[config.mk]
export PLATFORM = sky130hd
export DESIGN_NAME = bbq_out_buffer_flat
export DESIGN_NICKNAME = d
export VERILOG_FILES = /design/src/rtl/bbq_out_buffer_if.sv /design/src/rtl/bbq_out_buffer.sv /design/src/flat_wrapper.sv
export SDC_FILE = /design/constraint.sdc
export NUM_CORES = 1
export LEC_CHECK = 0
export ABC_AREA = 1
export CORE_MARGIN = 4
export CORE_UTILIZATION = 55
export DETAILED_ROUTE_END_ITERATION = 12
export PLACE_DENSITY_LB_ADDON = 0.1
export SYNTH_ARGS = -nofsm -noshare
export SYNTH_HDL_FRONTEND = slang
export SYNTH_SLANG_ARGS = --single-unit
[constraint.sdc]
create_clock -name clk -period 2.9 [get_ports clk]
set_input_delay 0.29 -clock clk [delete_from_list [all_inputs] [get_ports clk]]
set_output_delay 0.29 -clock clk [all_outputs]
set_load 0.03 [all_outputs]
[src/rtl/bbq_out_buffer_if.sv]
// Bundle of the controller-facing and egress-facing signals of bbq_out_buffer.
//   slave  : view used by bbq_out_buffer (takes deq_en/in_*/out_ready, drives the rest)
//   master : view used by the surrounding controller/consumer environment
interface bbq_out_buffer_if #(
  parameter int unsigned HEAP_ENTRY_DWIDTH = 32,
  parameter int unsigned OUT_BUFF_SIZE     = 16,
  parameter int unsigned MAX_INFLIGHT      = 4
);
  localparam int unsigned CNT_W = $clog2(OUT_BUFF_SIZE + 1);
  localparam int unsigned INF_W = $clog2(MAX_INFLIGHT + 1);

  logic                         deq_en;
  logic                         deq_req;
  logic                         in_valid;
  logic [HEAP_ENTRY_DWIDTH-1:0] in_buff_addr;
  logic                         in_empty;
  logic                         out_valid;
  logic                         out_ready;
  logic [HEAP_ENTRY_DWIDTH-1:0] out_buff_addr;
  logic [CNT_W-1:0]             count;
  logic [INF_W-1:0]             inflight;
  logic                         err;

  modport slave (
    input  deq_en, in_valid, in_buff_addr, in_empty, out_ready,
    output deq_req, out_valid, out_buff_addr, count, inflight, err
  );

  modport master (
    output deq_en, in_valid, in_buff_addr, in_empty, out_ready,
    input  deq_req, out_valid, out_buff_addr, count, inflight, err
  );
endinterface

[src/rtl/bbq_out_buffer.sv]
// Output buffer behind the BBQ controller. Issues dequeue requests only when
// FIFO space is already reserved for every outstanding response, buffers the
// returned addresses and presents them first-word-fall-through to the consumer.
// Ports:
//   clk  - clock
//   rst  - asynchronous active-low reset
//   bus  - bbq_out_buffer_if.slave: deq_en/deq_req request pacing,
//          in_valid/in_empty/in_buff_addr controller response,
//          out_valid/out_ready/out_buff_addr egress handshake,
//          count/inflight status, sticky err flag
module bbq_out_buffer #(
  parameter int unsigned HEAP_ENTRY_DWIDTH = 32,
  parameter int unsigned OUT_BUFF_SIZE     = 16,
  parameter int unsigned MAX_INFLIGHT      = 4
) (
  input  logic            clk,
  input  logic            rst,
  bbq_out_buffer_if.slave bus
);
  localparam int unsigned PTR_W = $clog2(OUT_BUFF_SIZE);
  localparam int unsigned CNT_W = $clog2(OUT_BUFF_SIZE + 1);
  localparam int unsigned INF_W = $clog2(MAX_INFLIGHT + 1);

  logic [HEAP_ENTRY_DWIDTH-1:0] mem_q [OUT_BUFF_SIZE];

  logic [PTR_W-1:0] wr_ptr_q,   wr_ptr_d;
  logic [PTR_W-1:0] rd_ptr_q,   rd_ptr_d;
  logic [CNT_W-1:0] count_q,    count_d;
  logic [INF_W-1:0] inflight_q, inflight_d;
  logic             err_q,      err_d;

  logic req_c;
  logic resp_c;
  logic pop_c;
  logic full_c;
  logic wr_en_c;

  // Request pacing: space for all outstanding responses plus this one must exist.
  always_comb begin
    req_c = 1'b0;
    if (rst && bus.deq_en &&
        (32'(inflight_q) < MAX_INFLIGHT) &&
        ((32'(count_q) + 32'(inflight_q)) < OUT_BUFF_SIZE)) begin
      req_c = 1'b1;
    end
  end

  // Datapath qualifiers; a write into a full FIFO is allowed only alongside a pop.
  always_comb begin
    resp_c  = bus.in_valid | bus.in_empty;
    full_c  = (32'(count_q) == OUT_BUFF_SIZE);
    pop_c   = (count_q != '0) && bus.out_ready;
    wr_en_c = bus.in_valid && (!full_c || pop_c);
  end

  // Next-state for pointers, occupancy, outstanding requests and error flag.
  always_comb begin
    wr_ptr_d   = wr_ptr_q;
    rd_ptr_d   = rd_ptr_q;
    count_d    = count_q;
    inflight_d = inflight_q;
    err_d      = err_q;

    if (wr_en_c) wr_ptr_d = wr_ptr_q + PTR_W'(1);
    if (pop_c)   rd_ptr_d = rd_ptr_q + PTR_W'(1);

    case ({wr_en_c, pop_c})
      2'b10:   count_d = count_q + CNT_W'(1);
      2'b01:   count_d = count_q - CNT_W'(1);
      default: count_d = count_q;
    endcase

    // A response with nothing outstanding is not counted, so inflight never wraps.
    if (req_c && !resp_c) begin
      inflight_d = inflight_q + INF_W'(1);
    end else if (!req_c && resp_c && (inflight_q != '0)) begin
      inflight_d = inflight_q - INF_W'(1);
    end

    if (resp_c && (inflight_q == '0))   err_d = 1'b1;
    if (bus.in_valid && bus.in_empty)   err_d = 1'b1;
    if (bus.in_valid && !wr_en_c)       err_d = 1'b1;
  end

  // Control state registers.
  always_ff @(posedge clk or negedge rst) begin
    if (!rst) begin
      wr_ptr_q   <= '0;
      rd_ptr_q   <= '0;
      count_q    <= '0;
      inflight_q <= '0;
      err_q      <= 1'b0;
    end else begin
      wr_ptr_q   <= wr_ptr_d;
      rd_ptr_q   <= rd_ptr_d;
      count_q    <= count_d;
      inflight_q <= inflight_d;
      err_q      <= err_d;
    end
  end

  // FIFO storage, intentionally not reset.
  always_ff @(posedge clk) begin
    if (wr_en_c) mem_q[wr_ptr_q] <= bus.in_buff_addr;
  end

  // Head is forced to zero while empty so stale storage never leaks out.
  assign bus.deq_req       = req_c;
  assign bus.out_valid     = (count_q != '0);
  assign bus.out_buff_addr = (count_q != '0) ? mem_q[rd_ptr_q] : '0;
  assign bus.count         = count_q;
  assign bus.inflight      = inflight_q;
  assign bus.err           = err_q;

endmodule

[src/flat_wrapper.sv]
// flat-port wrapper written by rule: the top's interface ports become plain ports
module bbq_out_buffer_flat 
#(
  parameter int unsigned HEAP_ENTRY_DWIDTH = 32,
  parameter int unsigned OUT_BUFF_SIZE     = 16,
  parameter int unsigned MAX_INFLIGHT      = 4
)
  (clk, rst, bus_deq_en, bus_in_valid, bus_in_buff_addr, bus_in_empty, bus_out_ready, bus_deq_req, bus_out_valid, bus_out_buff_addr, bus_count, bus_inflight, bus_err);
  bbq_out_buffer_if #(.HEAP_ENTRY_DWIDTH(HEAP_ENTRY_DWIDTH), .OUT_BUFF_SIZE(OUT_BUFF_SIZE), .MAX_INFLIGHT(MAX_INFLIGHT)) bus_i ();
  input  logic clk;
  input  logic rst;
  input wire logic [$bits(bus_i.deq_en)-1:0] bus_deq_en;
  input wire logic [$bits(bus_i.in_valid)-1:0] bus_in_valid;
  input wire logic [$bits(bus_i.in_buff_addr)-1:0] bus_in_buff_addr;
  input wire logic [$bits(bus_i.in_empty)-1:0] bus_in_empty;
  input wire logic [$bits(bus_i.out_ready)-1:0] bus_out_ready;
  output wire logic [$bits(bus_i.deq_req)-1:0] bus_deq_req;
  output wire logic [$bits(bus_i.out_valid)-1:0] bus_out_valid;
  output wire logic [$bits(bus_i.out_buff_addr)-1:0] bus_out_buff_addr;
  output wire logic [$bits(bus_i.count)-1:0] bus_count;
  output wire logic [$bits(bus_i.inflight)-1:0] bus_inflight;
  output wire logic [$bits(bus_i.err)-1:0] bus_err;
  assign bus_i.deq_en = bus_deq_en;
  assign bus_i.in_valid = bus_in_valid;
  assign bus_i.in_buff_addr = bus_in_buff_addr;
  assign bus_i.in_empty = bus_in_empty;
  assign bus_i.out_ready = bus_out_ready;
  assign bus_deq_req = bus_i.deq_req;
  assign bus_out_valid = bus_i.out_valid;
  assign bus_out_buff_addr = bus_i.out_buff_addr;
  assign bus_count = bus_i.count;
  assign bus_inflight = bus_i.inflight;
  assign bus_err = bus_i.err;
  bbq_out_buffer #(.HEAP_ENTRY_DWIDTH(HEAP_ENTRY_DWIDTH), .OUT_BUFF_SIZE(OUT_BUFF_SIZE), .MAX_INFLIGHT(MAX_INFLIGHT)) u_core (.clk(clk), .rst(rst), .bus(bus_i));
endmodule
==> out/metrics.csv <==
stage,metric,value,unit
power_and_ir_drop,Seq pwr share,35.7,%
cts,worst skew pair latency,0.59,ns
sta,max_slew headroom,56.5,%
synthesis,Seq cells post-synth,529,
placed_design,IO buf count,80,
power_and_ir_drop,VDD IR max,0.000577,V
final_layout,Layout area overhead,15.3,%
final_layout,Final #Nets,1977,
sta,Fmax,351,MHz
floorplanning,num rows,72,
sta,Slew @ Worst Pin,0.651,ns
sta,post-route setup slack,0.0499,ns
placed_design,hpwl dp,28.4,mm
synthesis,syn_nets,1892,
final_layout,design area,25100,um2
global_route,largest net degree at the start of global routing,89,
job,Max-Cap Viols,0,
final_layout,sequential cell area,15800,um2
placed_design,final RePlAce weighted congestion,0.815,
sta,crit share post-route,98.3,%
detailed_routing,DRT Pass-1 Iters,5,
power_and_ir_drop,fraction of power spent switching nets,38.3,%
placed_design,Area after DPL,23300,um2
final_layout,layout cells sized above 1,10.2,%
worst_setup_path,Worst setup SP type,flop,
detailed_routing,DRC,0,
synthesis,"Seq/Total Area, Yosys",72.7,%
power_and_ir_drop,P_int,16.6,mW
detailed_routing,drt wl/cell,21.0,um
worst_setup_path,Crit Path Category,reg -> out,
power_and_ir_drop,Clock Power Share,24.2,%
cts,Clock Sinks,529,
power_and_ir_drop,combinational fraction of design power,40.1,%
global_route,number of global-route vias before repair,13800,
sta,max-slew violation count,0,
worst_setup_path,CP max-delay cell,dfrtp_4,
synthesis,"Cell Area, Synth",21700,um2
synthesis,Netlist cell types,24,
placed_design,pre-CTS WS,0.458,ns
sta,setup violators final,0,
global_route,Total GRT Usage,24.7,%
worst_setup_path,Crit Path Max Fanout,62,
cts,maximum clock path buffer count,3,
worst_setup_path,Worst Path Required,2.61,ns
power_and_ir_drop,Leakage,9.22,nW
final_layout,most frequent cells in the layout,"693 x nand2_1, 512 x edfxtp_1, 394 x nand3_1",
synthesis,YS warnings,0,
power_and_ir_drop,switching pwr,10.3,mW
cts,Clock Root Buffer,clkbuf_16,
cts,clk slew on worst S/H paths,0.06,ns
floorplanning,Die Wd,207,um
cts,cts hold-fix bufs,0,
final_layout,"most common cell after layout, fill and taps aside",nand2_1,
final_layout,"non-filler cells, final",2485,
floorplanning,io pins,81,
sta,minimum clock period,2.85,ns
global_route,total congestion overflow,0,
floorplanning,starting density of the core,56.0,%
sta,Final Hold Viols,0,
cts,CTS tree,done,
worst_setup_path,CP max stage delay,0.62,ns
detailed_routing,overall routed net length,52.1,mm
cts,CTS H-tree depth,2,
worst_setup_path,Worst EP arrival,2.56,ns
global_route,antenna violations before repair,0,
worst_setup_path,cells along the critical path,inv_4 -> buf_12 -> nand3_1 -> nand3_1 -> nand2_1 -> nand2_1 -> a21oi_1 -> buf_4,
placed_design,Placed Instances,2389,
final_layout,# diodes,0,
power_and_ir_drop,PwrDens,1070,nW/um2
detailed_routing,via density per instance,5.64,
floorplanning,total die area,42800,um2
cts,total CTS buffers,52,
run_status,status,"complete, no violations",
detailed_routing,DR vias,14000,
synthesis,Syn Inst Count,1843,
min_path,Worst Hold Class,in -> async,
sta,clk_skew,0.00965,ns
worst_setup_path,crit end category,primary output,
synthesis,Avg Inst Size Synth,11.8,um2
final_layout,area taken by multi-input logic gates,5310,um2
floorplanning,die height,207,um
floorplanning,Core Area,38800,um2
detailed_routing,drt first-iter violations,1328,
final_layout,Fill cells,2900,
detailed_routing,Routed Antenna Nets,0,
global_route,first-pass GRT wire length,80.5,mm
## flip-flops by register name (all words and copies together), names as in the netlist
name                 flops
u_core.wr_ptr_q          4
u_core.rd_ptr_q          4
u_core.bus.err           1
u_core.bus.count         5
u_core.bus.inflight      3
u_core.mem_q           512
## cell type report
| cell class | count | area share [%] |
|---|---|---|
| sequential | 529 | 63.1 |
| multi-input combinational | 1178 | 21.2 |
| timing repair buffer | 141 | 6.18 |
| tap | 518 | 2.59 |
| clock buffer | 67 | 5.59 |
| inverter | 26 | 0.464 |
| clock inverter | 26 | 0.919 |
## worst max-delay path, delay by kind of cell (launching register included)
| kind | cells | cell delay, ns |
|---|---|---|
| AOI/OAI and AO/OA | 1 | 0.37 |
| DFF | 1 | 0.62 |
| buffers and inverters | 3 | 0.63 |
| and+or+nand+nor | 4 | 0.33 |
## per-stage QoR
stage | setup TNS, ns | power [mW] | util [%] | hold WS (ns)
2_1_floorplan | -39.77 | 16.6 | - | -0.00559
5_1_grt | -0.0159 | 28.4 | 64.5 | 0.0956
4_1_cts | 0 | 26.8 | 64.3 | 0.0505
3_5_place_dp | 0 | 20.3 | 60.0 | 0.458
6_report | 0 | 26.8 | 64.5 | 0.0645
3_3_place_gp | 0 | 20.2 | 60.0 | 0.456
## kinds of logic (layout without fill, tap and decap cells)
| group | after synthesis | in the layout | synth area share (%) |
|---|---|---|---|
| AND/OR/NAND/NOR | 1116 | 1116 | 21.6 |
| flip-flops | 529 | 529 | 72.7 |
| adder cells (fa/ha/maj) | 11 | 11 | 0.668 |
| XOR/XNOR | 10 | 10 | 0.403 |
| buffers and inverters | 136 | 260 | 3.69 |
| AO/OA/AOI/OAI | 41 | 41 | 0.944 |
## worst paths after layout
kind,startpoint,endpoint,slack (ns),cells after the start
max in group asynchronous,rst,u_core.rd_ptr_q[0],2.58,2
hold / removal,rst,u_core.bus.inflight[2],0.06,2
min in group clk,bus_in_valid,u_core.bus.err,0.37,3
hold reg to reg,u_core.bus.err,u_core.bus.err,0.48,1
setup / recovery,u_core.rd_ptr_q[1],bus_out_buff_addr[4],0.05,8
setup reg to reg,u_core.bus.count[1],u_core.bus.count[4],0.44,17
## power groups by stage
| stage | logic [mW] | registers [mW] | clock network [mW] |
|---|---|---|---|
| 6_report | 10.8 | 9.57 | 6.50 |
| 3_5_place_dp | 10.6 | 9.72 | 0 |
| 5_1_grt | 11.8 | 9.63 | 6.92 |
| 2_1_floorplan | 6.87 | 9.69 | 0 |
| 4_1_cts | 10.7 | 9.57 | 6.60 |
| 3_3_place_gp | 10.5 | 9.70 | 0 |
## layer usage
metal / wire [um] / part of all wire, % / track usage (%) / vias up
li1: - / - / - / 6610
met5: 0 / 0 / 0 / -
met3: 3610 / 6.9 / 4.42 / 71
met4: 1070 / 2.1 / 5.95 / 0
met2: 25400 / 49 / 40.8 / 496
met1: 22100 / 42 / 34.9 / 6840
## synthesized netlist by cell type
library cell	instances	area, um2
nand2_1	693	2600
edfxtp_1	512	15400
nand3_1	394	1970
buf_2	43	215
buf_4	37	278
a21oi_1	33	165
inv_1	23	86.3
nor2_1	22	82.6
dfrtp_1	17	425
clkbuf_1	14	52.6
buf_6	11	124
ha_1	10	125
xor2_1	9	78.8
o21ai_0	8	40.0
buf_1	4	15.0
nand3b_1	4	30.0
nor3_1	2	10.0
buf_8	1	15.0
clkinv_1	1	3.75
clkinv_4	1	8.76
fa_1	1	20.0
inv_2	1	3.75
nand4_1	1	6.26
xnor2_1	1	8.76
## timing repair
action,in CTS,in global routing
endpoints found under the setup margin,9,30
resized for setup,6,18
setup buffers,0,3
pin swaps,0,0
Power figures use the tool's default switching activity.
